==> src/rtl/ibufds_rx_bank.sv <==
// N-lane differential receiver: per-lane decode, 2-flop sync, post-enable settle
// window, glitch filter on the qualified level, and sticky invalid-pair error.
module ibufds_rx_bank #(
  parameter int   N           = 4,
  parameter int   SETTLE      = 16,
  parameter int   FILTER      = 3,
  parameter logic DISABLE_VAL = 1'b0
) (
  input  logic         clk,
  input  logic         reset,
  input  logic [N-1:0] in_p,
  input  logic [N-1:0] in_n,
  input  logic [N-1:0] ibufdisable,
  input  logic [N-1:0] err_clear,
  output logic [N-1:0] out,
  output logic [N-1:0] valid,
  output logic [N-1:0] err
);

  localparam int SW = $clog2(SETTLE + 1);
  localparam int FW = $clog2(FILTER + 1);
  localparam logic [SW-1:0] SETTLE_TC = SW'(SETTLE);
  localparam logic [FW-1:0] FILTER_TC = FW'(FILTER - 1);

  for (genvar i = 0; i < N; i++) begin : g_ch
    logic [1:0]    sync1;
    logic [1:0]    sync2;
    logic          lvl;
    logic [SW-1:0] scnt;
    logic [SW-1:0] scnt_nxt;
    logic [FW-1:0] fcnt;
    logic          lane_out;
    logic          lane_err;
    logic          inv;
    logic          dec;
    logic          qual;

    // Stage-2 pair {p,n}; an equal pair carries no information, so the
    // last good level is reused.
    assign inv      = (sync2[1] == sync2[0]);
    assign dec      = inv ? lvl : sync2[1];
    assign qual     = (scnt == SETTLE_TC);
    assign scnt_nxt = qual ? scnt : scnt + 1'b1;

    always_ff @(posedge clk) begin
      if (reset) begin
        sync1    <= 2'b00;
        sync2    <= 2'b00;
        lvl      <= DISABLE_VAL;
        scnt     <= '0;
        fcnt     <= '0;
        lane_out <= DISABLE_VAL;
        lane_err <= 1'b0;
      end else begin
        sync1 <= {in_p[i], in_n[i]};
        sync2 <= sync1;
        lvl   <= dec;

        if (qual && inv) begin
          lane_err <= 1'b1;
        end else if (err_clear[i]) begin
          lane_err <= 1'b0;
        end

        if (ibufdisable[i]) begin
          scnt     <= '0;
          fcnt     <= '0;
          lane_out <= DISABLE_VAL;
        end else if (!qual) begin
          // Qualification edge loads the level directly, bypassing the filter.
          scnt     <= scnt_nxt;
          fcnt     <= '0;
          lane_out <= (scnt_nxt == SETTLE_TC) ? dec : DISABLE_VAL;
        end else if (!inv) begin
          if (dec == lane_out) begin
            fcnt <= '0;
          end else if (fcnt == FILTER_TC) begin
            lane_out <= dec;
            fcnt     <= '0;
          end else begin
            fcnt <= fcnt + 1'b1;
          end
        end
      end
    end

    assign out[i]   = lane_out;
    assign valid[i] = qual;
    assign err[i]   = lane_err;
  end

endmodule

==> config.mk <==
export PLATFORM = sky130hd
export DESIGN_NAME = ibufds_rx_bank
export DESIGN_NICKNAME = d
export VERILOG_FILES = /design/src/rtl/ibufds_rx_bank.sv
export SDC_FILE = /design/constraint.sdc
export NUM_CORES = 1
export LEC_CHECK = 0
export BUFFER_PORTS_ARGS = -buffer_cell sky130_fd_sc_hd__buf_2
export CAP_MARGIN = 10
export CORE_MARGIN = 5
export CORE_UTILIZATION = 40
export DETAILED_ROUTE_END_ITERATION = 6
export GPL_ROUTABILITY_DRIVEN = 0
export HOLD_SLACK_MARGIN = 0.06
export PLACE_DENSITY = 0.59
export RECOVER_POWER = 100
export SYNTH_ARGS = -nofsm -noshare
export SYNTH_HDL_FRONTEND = slang
export SYNTH_SLANG_ARGS = --single-unit
export TNS_END_PERCENT = 10
==> constraint.sdc <==
create_clock -name clk -period 1.7 [get_ports clk]
set_input_delay 0.425 -clock clk [delete_from_list [all_inputs] [get_ports clk]]
set_output_delay 0.425 -clock clk [all_outputs]
set_load 0.03 [all_outputs]
After elaboration in Yosys (flattened, before gate mapping):

Cells that the tools add are included.

* bitwise gates (word level): 4
* reduce and logical (&&, ||, !) cells: 20
* multiplexer cells: 44
* equality and inequality tests: 32
* $add $sub $neg: 8

Operators by type and width (count)
* $eq 5x5->1 const B: 8
* $mux 1: 32
* $add 5x1->5 const B: 4
* $mux 5: 4
* $mux 2: 8
* $ne 2x2->1 const B: 8
* $reduce_and 3->1: 4
* $reduce_or 3->1: 4
* $add 2x1->2 const B: 4
* $eq 1x1->1: 8
* $eq 2x2->1 const B: 4
* $ne 2x1->1 const B: 4
* $reduce_bool 2->1: 4
* $reduce_or 2->1: 4
* $logic_and 1x1->1: 4
* $not 1->1: 4

* bits in registers: 56
* bits of input ports: 18
* output and inout port bits: 12

Longest topological paths before layout:

Gate-level depths: netlist (run 1).

* depth in word-level cells: 6
* mapped depth: 8

Least setup slack after synthesis (run 1):

Ideal clock, no wire load.

* path kind: register to output
* start: register g_ch[3].scnt[0]
* end: output valid[3]
* setup slack: 0.109 ns
* cell stages (with the launch flop): 6
* data required time: 1.275 ns
* data arrival time: 1.166 ns
* cell sequence: dfxtp_1 > inv_1 > ha_1 > nor4bb_1 > buf_2 > buf_4

* cells in the longest elaborated chain, start to end: 1

RTL lines
* start: declaration: RTL line 29 `logic [SW-1:0] scnt;`
* start signal: assignment: RTL line 71 `scnt <= scnt_nxt;`
* $eq 5x5->1: RTL line 42 `assign qual = (scnt == SETTLE_TC);`
* end: declaration: RTL line 16 `output logic [N-1:0] valid,`

No other way between the ends.

Worst setup path in the final report (run 1):

* start: register g_ch[1].scnt[0]
* end: output valid[1]

* cells in the longest elaborated chain, start to end: 1

RTL lines (RTL line)
* start: declaration: 29
* start signal: assignment: 71
* $eq 5x5->1: 42

No other way between the ends.

==> results of run 1 <==
## what timing repair did
item	CTS	global route
buffers inserted	12	0
resized for setup	27	10
pin swaps	4	3
setup endpoints to repair	4	5
## power by group through the flow
stage | Clock, mW | Sequential (mW) | Combinational (mW)
floorplan | 0 | 1.39 | 0.0996
global placement | 0 | 1.39 | 0.141
detailed placement | 0 | 1.40 | 0.144
CTS | 0.786 | 1.37 | 0.174
global route | 0.836 | 1.37 | 0.194
finish | 0.745 | 1.36 | 0.170
## flip-flops by register name (all words and copies together) (netlist names)
name	count
g_ch.lane_out	4
g_ch.lane_err	4
g_ch.scnt	20
g_ch.lvl	4
g_ch.sync2	8
g_ch.sync1	8
g_ch.fcnt	8
## stage by stage
stage               setup TNS, ns  instance area (um^2)  hold WS (ns)  instances
floorplan                       0                  2590        0.4138        297
global placement                0                  2773        0.4187        391
detailed placement              0                  2773        0.4233        391
CTS                      -0.01154                  3035        0.3127        411
global route              -0.1446                  3032        0.3195        411
finish                          0                  3032        0.3266        411
## area by class of cell
type / count / area, um^2 / share of cell area
flip-flops and latches: 56 / 1130 / 0.3727
clock inverters: 1 / 7.507 / 0.002476
inverters: 16 / 60.06 / 0.01981
clock buffers: 7 / 86.33 / 0.02848
multi-input cells: 204 / 1358 / 0.4478
repair buffers: 50 / 294.0 / 0.09699
well taps: 77 / 96.34 / 0.03178
## cell usage in the layout (no fill, tap or decap), types with 8 or more instances in the layout
| cell type | n |
|---|---|
| dfxtp_1 | 49 |
| nor2_1 | 45 |
| nor2b_1 | 23 |
| a21oi_1 | 20 |
| buf_2 | 16 |
| clkbuf_1 | 15 |
| buf_4 | 15 |
| nand2_1 | 14 |
| xnor2_1 | 14 |
| nand3_1 | 10 |
| inv_1 | 9 |
| nor3_1 | 8 |
| o21ai_0 | 8 |
## logic make-up (layout without fill, tap and decap cells)
kind of cell	Yosys count	count (layout)
AO/OA/AOI/OAI	42	42
XOR/XNOR	21	21
adder cells (fa/ha/maj)	9	9
buffers and inverters	37	74
flip-flops	56	56
multiplexers	5	5
AND/OR/NAND/NOR	127	127
## routing by layer
metal | GRT usage | part of all wire | up-vias
met2 | 0.2058 | 0.50 | 22
met3 | 0.03250 | 0.038 | 4
li1 | - | - | 1050
met5 | 0 | 0 | -
met4 | 0.03722 | 0.010 | 0
met1 | 0.1325 | 0.45 | 918
## final timing paths
check | end | slack (ns) | cells past startpoint
min reg2reg | g_ch[1].sync2[0]$_SDFF_PP0_ | 0.45 | 1
min | g_ch[2].sync1[0]$_SDFF_PP0_ | 0.33 | 2
max reg2reg | g_ch[0].lane_out$_SDFFE_PP0P_ | 0.12 | 7
max | valid[1] | 0.03 | 4
==> metrics.md, run 1 <==
| Metric | Value |
|---|---|
| IR drop worst, VDD | 0.4239 mV |
| Design Power | 2.280 mW |
| Synthesis-to-layout area growth | 17.05% |
| Synth Net Count | 323 |
| Number of cell rows | 29 |
| Die area | 0.008184 mm^2 |
| CP startpoint | g_ch[1].scnt[0]$_SDFFE_PP0N_ |
| Worst setup margin | 0.02924 ns |
| CTS Sinks | 56 |
| Clk_skew | 0.006565 ns |
| Asr flop ratio synth | 0 |
| CTS Hold Bufs | 0 |
| Worst-path fanout max | 2 |
| Largest delay contributor family on the critical path | flip-flops |
| Critical Path End Type | primary output |
| Synth Flop Type | dfxtp_1 |
| Worst Path Arrival | 1.25 ns |
| H-Tree Depth | 2 |
| Hold_sp | in_n[2] |
| Clock slew at reported path FFs | 0.09 ns |
| Via/cell ratio | 4.852 |
| Pin count of the biggest net entering global routing | 19 |
| CP max stage cell | dfxtp_2 |
| Synth Cell Area | 0.002590 mm^2 |
| Mux share of post-synthesis cell area | 0.01981 |
| Slowest Stage Delay on Critical Path | 0.34 ns |
| Post-Synthesis Cells | 297 |
| Share of the synthesized area in the top cell type | 0.4329 |
| Cell with the most instances after synthesis | dfxtp_1 |
| Logic pwr share | 0.075 |
| Startpoint Class | flip-flop |
| Rel. slew slack | 0.7188 |
| Synth Area in Adders | 0.04300 |
| GRT overflow | 0 |
| Power share of the clock group | 0.327 |
| Post-DP HPWL | 3.352 mm |
| IO Count | 30 |
| Kind of critical path | reg2out |
| Layout cells sized above 1 | 0.2216 |
| CTS tree | yes |
| Largest family of logic cells by synthesized area | simple AND/OR/NAND/NOR gates |
| Drt first pass iters | 4 |
| Layout fillers | 657 |
| Sequential area share after synthesis | 0.4329 |
| ANT cells | 0 |
| Final hold vios | 0 |
| Leakage power | 1.112 nW |
| Syn. warnings | 0 |
| Worst-Skew Late Latency | 0.30 ns |
| Gr usage total | 0.1158 |
| Wire per inst | 11.22 um |
| Vias | 1994 |
| Final Cycle Share | 0.9828 |
| Critical path buffers and inverters | 2 |
| Synth Register Bits | 56 |
| Setup violations, final | 0 |
| Peak Freq | 598.5 MHz |
| Flop pwr share | 0.598 |
| RSZ-0062 raised after global routing | true |
| Power Density | 752.2 mW/mm^2 |
| Status | finished clean |
| Initial core utilization | 0.4102 |
| Vias in the first global route | 1919 |
| Worst-Margin Slew | 0.4218 ns |
| HP Class | in2reg |
| Initial antenna violation count | 0 |
| Final min period | 1.671 ns |
| Critical Path RT | 1.27 ns |
| Worst-case clock buffer depth | 2 |
| TritonCTS Buffers | 5 |
| Die Width | 90.47 um |
| Most frequent cells after synthesis | dfxtp_1 (56), nor2_1 (45), nor2b_1 (23) |
| Detailed router's first-iteration violation count | 26 |
| Post-synth EDFFs | 0 |
| Post-Synth Simple-Gate Area | 0.2614 |
| Sw Ratio | 0.2268 |
| Core Util, Final | 0.4802 |
| Max-slew violation count | 0 |
| Residual DRC count | 0 |
| Xor/xnor share of the synthesized area | 0.07101 |
| Max Cap Viol | 0 |
| Die height | 90.47 um |
| Port Buffer Count | 29 |
| Core Footprint | 0.006314 mm^2 |
| Final WL | 4.613 mm |
| Crit path cell chain | inv_2, ha_4, nor4bb_4, buf_4 |
| Pint | 1.763 mW |
| Root buffer cell | clkbuf_8 |
| Complex-gate fraction of the synthesized area | 0.1000 |
| Routed Antenna Nets | 0 |
| Unique cell type count in the Yosys netlist | 44 |
| Place WS | 0.06645 ns |
| Net count reported at finish | 359 |
| Psw | 517.3 uW |
| Yosys top cell by area | dfxtp_1 |
| Syn_area_per_cell | 8.720 um^2 |
| Worst R2R Start | g_ch[0].scnt[1]$_SDFFE_PP0N_ |
| Top cells by area, synth | dfxtp_1 (43%), nor2_1 (6.5%), nor2b_1 (5.6%) |
| First-pass GRT wire length | 8.031 mm |
Power figures use the tool's default switching activity.
==> inputs of run 2 (changes only) <==
--- a/config.mk
+++ b/config.mk
@@ -11,9 +11,11 @@
 export CORE_UTILIZATION = 40
 export DETAILED_ROUTE_END_ITERATION = 6
 export GPL_ROUTABILITY_DRIVEN = 0
+export GPL_TIMING_DRIVEN = 0
 export HOLD_SLACK_MARGIN = 0.06
 export PLACE_DENSITY = 0.59
 export RECOVER_POWER = 100
+export SKIP_LAST_GASP = 1
 export SYNTH_ARGS = -nofsm -noshare
 export SYNTH_HDL_FRONTEND = slang
 export SYNTH_SLANG_ARGS = --single-unit
==> run 2 against run 1 <==
The flow now finishes with violations (setup timing). Setup slack got worse by 0.095 ns. Non-clock buffer count increased by 12. Flip-flop and latch count unchanged. Core utilization increased by 0.97 points. Clock skew increased by 0.0040 ns. Cell count increased by 2.9%. Die area unchanged. Sequential power about the same. Via count increased by 0.85%. Routed wire length increased by 7.1%. Worst hold slack got worse by 0.0075 ns. Clock power increased by 3%.
==> metrics.md, run 2 (synthesis gave the netlist of run 1 again) <==
| Metric | Value |
|---|---|
| Initial core utilization | 0.4102 |
| Drt first pass iters | 4 |
| Psw | 541.0 uW |
| Status | finished, violations left |
| Biggest register | g_ch.scnt |
| First-pass GRT wire length | 8.404 mm |
| Sw Ratio | 0.2348 |
| Clock slew at reported path FFs | 0.09 ns |
| DP Area | 0.002831 mm^2 |
| Core Util, Final | 0.4899 |
| HP Class | in2reg |
| Worst-path fanout max | 2 |
| R2R setup slack | 0.03 ns |
| Residual DRC count | 0 |
| Failing checks | setup timing |
| ANT cells | 0 |
| CTS Sinks | 56 |
| Setup Total Neg Slack | -0.1518 ns |
| Placed Instances | 403 |
| Startpoint Class | flip-flop |
| Power share of the clock group | 0.332 |
| Via/cell ratio | 4.754 |
| Worst-Skew Late Latency | 0.31 ns |
| Worst-case clock buffer depth | 2 |
| Post-DP HPWL | 3.401 mm |
| IO Count | 30 |
| Initial antenna violation count | 0 |
| Synthesis-to-layout area growth | 19.42% |
| Critical Path End Type | primary output |
| Die area | 0.008184 mm^2 |
| Max-slew violation count | 0 |
| Max reg flops | 20 |
| Port Buffer Count | 29 |
| CTS tree | yes |
| WHS | 0.3191 ns |
| Most frequent cells in the layout | dfxtp_1 (49), nor2_1 (45), buf_4 (23), nor2b_1 (23), a21oi_1 (20) |
| Final Cycle Share | 1.038 |
| Most common cell after layout, fill and taps aside | dfxtp_1 |
| Pin count of the biggest net entering global routing | 18 |
| Routed Antenna Nets | 0 |
| Pint | 1.763 mW |
| Flop pwr share | 0.593 |
| GRT overflow | 0 |
| Gr usage total | 0.1209 |
| Max Cap Viol | 0 |
| Net count reported at finish | 371 |
| Post-route cell area | 0.003093 mm^2 |
| Leakage power | 1.152 nW |
| Layout cells sized above 1 | 0.2341 |
| Setup violations, final | 4 |
| Clk_skew | 0.01058 ns |
| H-Tree Depth | 2 |
| Core Footprint | 0.006314 mm^2 |
| Vias | 2011 |
| Wire per inst | 11.68 um |
| Worst Path Arrival | 1.34 ns |
| Final min period | 1.765 ns |
| Die height | 90.47 um |
| Detailed router's first-iteration violation count | 37 |
| Critical Path RT | 1.27 ns |
| Rel. slew slack | 0.5746 |
| Vias in the first global route | 1976 |
| Kind of critical path | reg2out |
| Worst-Margin Slew | 0.6381 ns |
| RSZ-0062 raised after global routing | true |
| IR drop worst, VDD | 0.4491 mV |
| CTS Hold Bufs | 0 |
| Worst setup margin | -0.06527 ns |
| Final WL | 4.940 mm |
| Power Density | 745.0 mW/mm^2 |
| Die Width | 90.47 um |
| Logic pwr share | 0.075 |
| Final hold vios | 0 |
| Number of cell rows | 29 |
| TritonCTS Buffers | 5 |
| Peak Freq | 566.5 MHz |
| Non-filler cells, final | 423 |
| Root buffer cell | clkbuf_8 |
==> run 2: area by class of cell <==
| class | instances | area (um^2) |
|---|---|---|
| fillers | 640 | 3221 |
| multi-input cells | 204 | 1346 |
| flip-flops and latches | 56 | 1130 |
| repair buffers | 45 | 261.5 |
| plain buffers | 17 | 101.3 |
| well taps | 77 | 96.34 |
| clock buffers | 6 | 82.58 |
| inverters | 16 | 60.06 |
| clock inverters | 2 | 15.01 |
==> run 2: routing by layer <==
layer,vias to the layer above,track usage,routed length (um)
met1,900,0.1398,2288
met4,0,0.04963,107
met3,10,0.02917,171
met5,-,0,0
li1,1073,-,-
met2,28,0.2113,2373
==> run 2: power groups by stage <==
stage          sequential, mW  combinational, mW  clock, mW
6_report                 1.37              0.173      0.765
5_1_grt                  1.37              0.195      0.840
4_1_cts                  1.37              0.172      0.796
3_5_place_dp             1.40              0.143          0
3_3_place_gp             1.40              0.143          0
2_1_floorplan            1.39             0.0996          0
==> run 2: worst paths after layout <==
kind                                startpoint                            to  cells after the start
setup / recovery  g_ch[1].scnt[0]$_SDFFE_PP0N_                      valid[1]                      5
hold / removal                         in_n[3]   g_ch[3].sync1[0]$_SDFF_PP0_                      2
setup reg to reg  g_ch[3].scnt[0]$_SDFFE_PP0N_  g_ch[3].scnt[1]$_SDFFE_PP0N_                      8
hold reg to reg    g_ch[1].sync1[1]$_SDFF_PP0_   g_ch[1].sync2[1]$_SDFF_PP0_                      1
==> run 2: critical path, stage by stage (launching register included) <==
cell      delay [ns]
dfxtp_1         0.36
inv_2           0.05
ha_1            0.19
nor4bb_4        0.15
buf_4           0.15
buf_6           0.13
==> run 2: what timing repair did <==
| action | 4_1_cts | 5_1_grt |
|---|---|---|
| pin swaps | 5 | 0 |
| resized for setup | 28 | 4 |
| setup endpoints to repair | 5 | 5 |
| endpoints found under the hold margin | 0 | 0 |
| setup buffers | 15 | 1 |
==> run 2: per-stage QoR <==
| stage | total power [mW] | setup slack (ns) |
|---|---|---|
| 3_5_place_dp | 1.541 | -0.1469 |
| 5_1_grt | 2.407 | -0.1380 |
| 2_1_floorplan | 1.491 | 0.1089 |
| 3_3_place_gp | 1.538 | -0.1315 |
| 6_report | 2.304 | -0.06527 |
| 4_1_cts | 2.333 | -0.05774 |
==> inputs of run 3 (changes only) <==
--- a/config.mk
+++ b/config.mk
@@ -8,12 +8,12 @@
 export BUFFER_PORTS_ARGS = -buffer_cell sky130_fd_sc_hd__buf_2
 export CAP_MARGIN = 10
 export CORE_MARGIN = 5
-export CORE_UTILIZATION = 40
+export CORE_UTILIZATION = 57
 export DETAILED_ROUTE_END_ITERATION = 6
 export GPL_ROUTABILITY_DRIVEN = 0
 export GPL_TIMING_DRIVEN = 0
 export HOLD_SLACK_MARGIN = 0.06
-export PLACE_DENSITY = 0.59
+export PLACE_DENSITY = 0.79
 export RECOVER_POWER = 100
 export SKIP_LAST_GASP = 1
 export SYNTH_ARGS = -nofsm -noshare
==> run 3 against run 2 <==
Clock skew decreased by 0.0024 ns. The run still ends with setup timing left. Sequential share of layout area decreased by 0.44 points. First-iteration DRC count increased by 110%. Largest cell class unchanged. Cell count decreased by 4.7%. Non-clock buffer count increased by 5.
==> metrics.md, run 3 (synthesis gave the netlist of run 1 again) <==
| Metric | Value |
|---|---|
| Status | finished, violations left |
| Failing checks | setup timing |
| Net count reported at finish | 376 |
| H-Tree Depth | 2 |
| Worst Path Arrival | 1.99 ns |
| Port Buffer Count | 29 |
| Routed Antenna Nets | 0 |
| Startpoint Class | flip-flop |
| Initial core utilization | 0.5908 |
| Wire per inst | 12.36 um |
| CTS tree | yes |
| Most frequent cells in the layout | dfxtp_1 (47), nor2_1 (45), buf_4 (29), buf_2 (24), nor2b_1 (23) |
| Clk_skew | 0.008228 ns |
| Initial antenna violation count | 0 |
| Worst-path fanout max | 2 |
| Final hold vios | 0 |
| Max Cap Viol | 0 |
| Layout cells sized above 1 | 0.2792 |
| Clock slew at reported path FFs | 0.10 ns |
| Most common cell after layout, fill and taps aside | dfxtp_1 |
| Leakage power | 1.225 nW |
| Kind of critical path | reg2reg |
| DP Area | 0.002800 mm^2 |
| Post-DP HPWL | 3.258 mm |
| Final WL | 4.982 mm |
| CTS Sinks | 56 |
| Critical Path RT | 1.94 ns |
| Hold_sp | in_n[2] |
| Pin count of the biggest net entering global routing | 16 |
| TritonCTS Buffers | 5 |
| Gr usage total | 0.1754 |
| Met2 WL | 2.530 mm |
| IR drop worst, VDD | 0.4923 mV |
| Die Width | 77.41 um |
| Critical Path End Type | flip-flop |
| Rel. slew slack | 0.6226 |
| Drt first pass iters | 4 |
| Worst-case clock buffer depth | 2 |
| RSZ-0062 raised after global routing | true |
| Detailed router's first-iteration violation count | 78 |
| Vias | 2111 |
| Post-route cell area | 0.003138 mm^2 |
| Final min period | 1.742 ns |
| Via/cell ratio | 5.238 |
| Max reg flops | 20 |
| Vias in the first global route | 2085 |
| Wire length on met1 | 2.187 mm |
| First-pass GRT wire length | 8.783 mm |
| HP Class | in2reg |
| Power Density | 731.2 mW/mm^2 |
| Final Cycle Share | 1.025 |
| Die area | 0.005992 mm^2 |
| Highest metal used | met4 |
| Worst-Skew Late Latency | 0.31 ns |
| Worst R2R Start | g_ch[1].scnt[0]$_SDFFE_PP0N_ |
| Core Footprint | 0.004384 mm^2 |
| Synthesis-to-layout area growth | 21.16% |
| Met3 WL | 203 um |
| Setup violations, final | 4 |
| Root buffer cell | clkbuf_8 |
| GRT overflow | 0 |
| Residual DRC count | 0 |
| Worst-Margin Slew | 0.5661 ns |
| ANT cells | 0 |
| Worst setup margin | -0.04216 ns |
| Die height | 77.41 um |
| Core Util, Final | 0.7158 |
| Max-slew violation count | 0 |
| Biggest register | g_ch.scnt |
| CP startpoint | g_ch[1].scnt[0]$_SDFFE_PP0N_ |
| Peak Freq | 574.0 MHz |
| Number of cell rows | 24 |
| IO Count | 30 |
## run 3: cell count changes in the layout (fill, tap and decap cells not counted), moves of 2 or more
cell / before / now
buf_2: 17 / 24
buf_4: 23 / 29
clkbuf_1: 19 / 11
clkinvlp_4: 2 / 0
dfxtp_1: 49 / 47
dfxtp_2: 7 / 9
## run 3: path summary, 6_finish.rpt
kind / endpoint / slack (ns) / depth (start not counted)
min reg2reg: g_ch[2].sync2[0]$_SDFF_PP0_ / 0.44 / 1
max reg2reg: g_ch[1].lane_out$_SDFFE_PP0P_ / -0.04 / 11
min: g_ch[2].sync1[0]$_SDFF_PP0_ / 0.32 / 2
max: g_ch[1].lane_out$_SDFFE_PP0P_ / -0.04 / 11
## run 3: layout make-up
cell class,count,area [um^2]
multi-input cells,204,1370
fillers,344,1246
flip-flops and latches,56,1132
repair buffers,50,319.1
plain buffers,17,101.3
clock buffers,8,90.09
well taps,52,65.06
inverters,16,60.06
## run 3: metrics by stage
stage | setup TNS (ns) | instances | setup slack [ns] | hold WS [ns] | power [mW]
after floorplan | 0 | 297 | 0.1089 | 0.4138 | 1.491
after global placement | -0.9843 | 378 | -0.1415 | 0.4169 | 1.534
after detailed placement | -1.023 | 378 | -0.1711 | 0.4270 | 1.539
after CTS | -0.09804 | 403 | -0.02534 | 0.3139 | 2.320
after global routing | -0.4996 | 403 | -0.08468 | 0.3308 | 2.403
final | -0.08442 | 403 | -0.04216 | 0.3230 | 2.294
## run 3: critical path: stages, from the launching register on
cell and delay [ns]:
dfxtp_2 0.34, inv_2 0.05, buf_4 0.12, buf_4 0.12, buf_4 0.12, buf_4 0.12, buf_4 0.12, buf_4 0.12
buf_4 0.13, nor4_2 0.25, a31oi_1 0.11, nor2_1 0.09
## run 3: what timing repair did
action	4_1_cts	5_1_grt
pin swaps	6	3
setup buffers	21	0
gates cloned	0	0
hold buffers	0	0
resized for setup	35	5
endpoints found under the setup margin	4	6
## run 3: where the power goes
part           total, mW  switching, mW  internal, mW
Clock              0.735          0.402         0.333
Combinational      0.194         0.0922         0.101
Sequential          1.37         0.0221          1.34
Total               2.29          0.516          1.78
## run 3: per-layer routing
metal  global-route usage  up-vias
li1                     -     1084
met1               0.2000      988
met2               0.3199       32
met3              0.04167        7
met4              0.05670        0
met5                    0        -
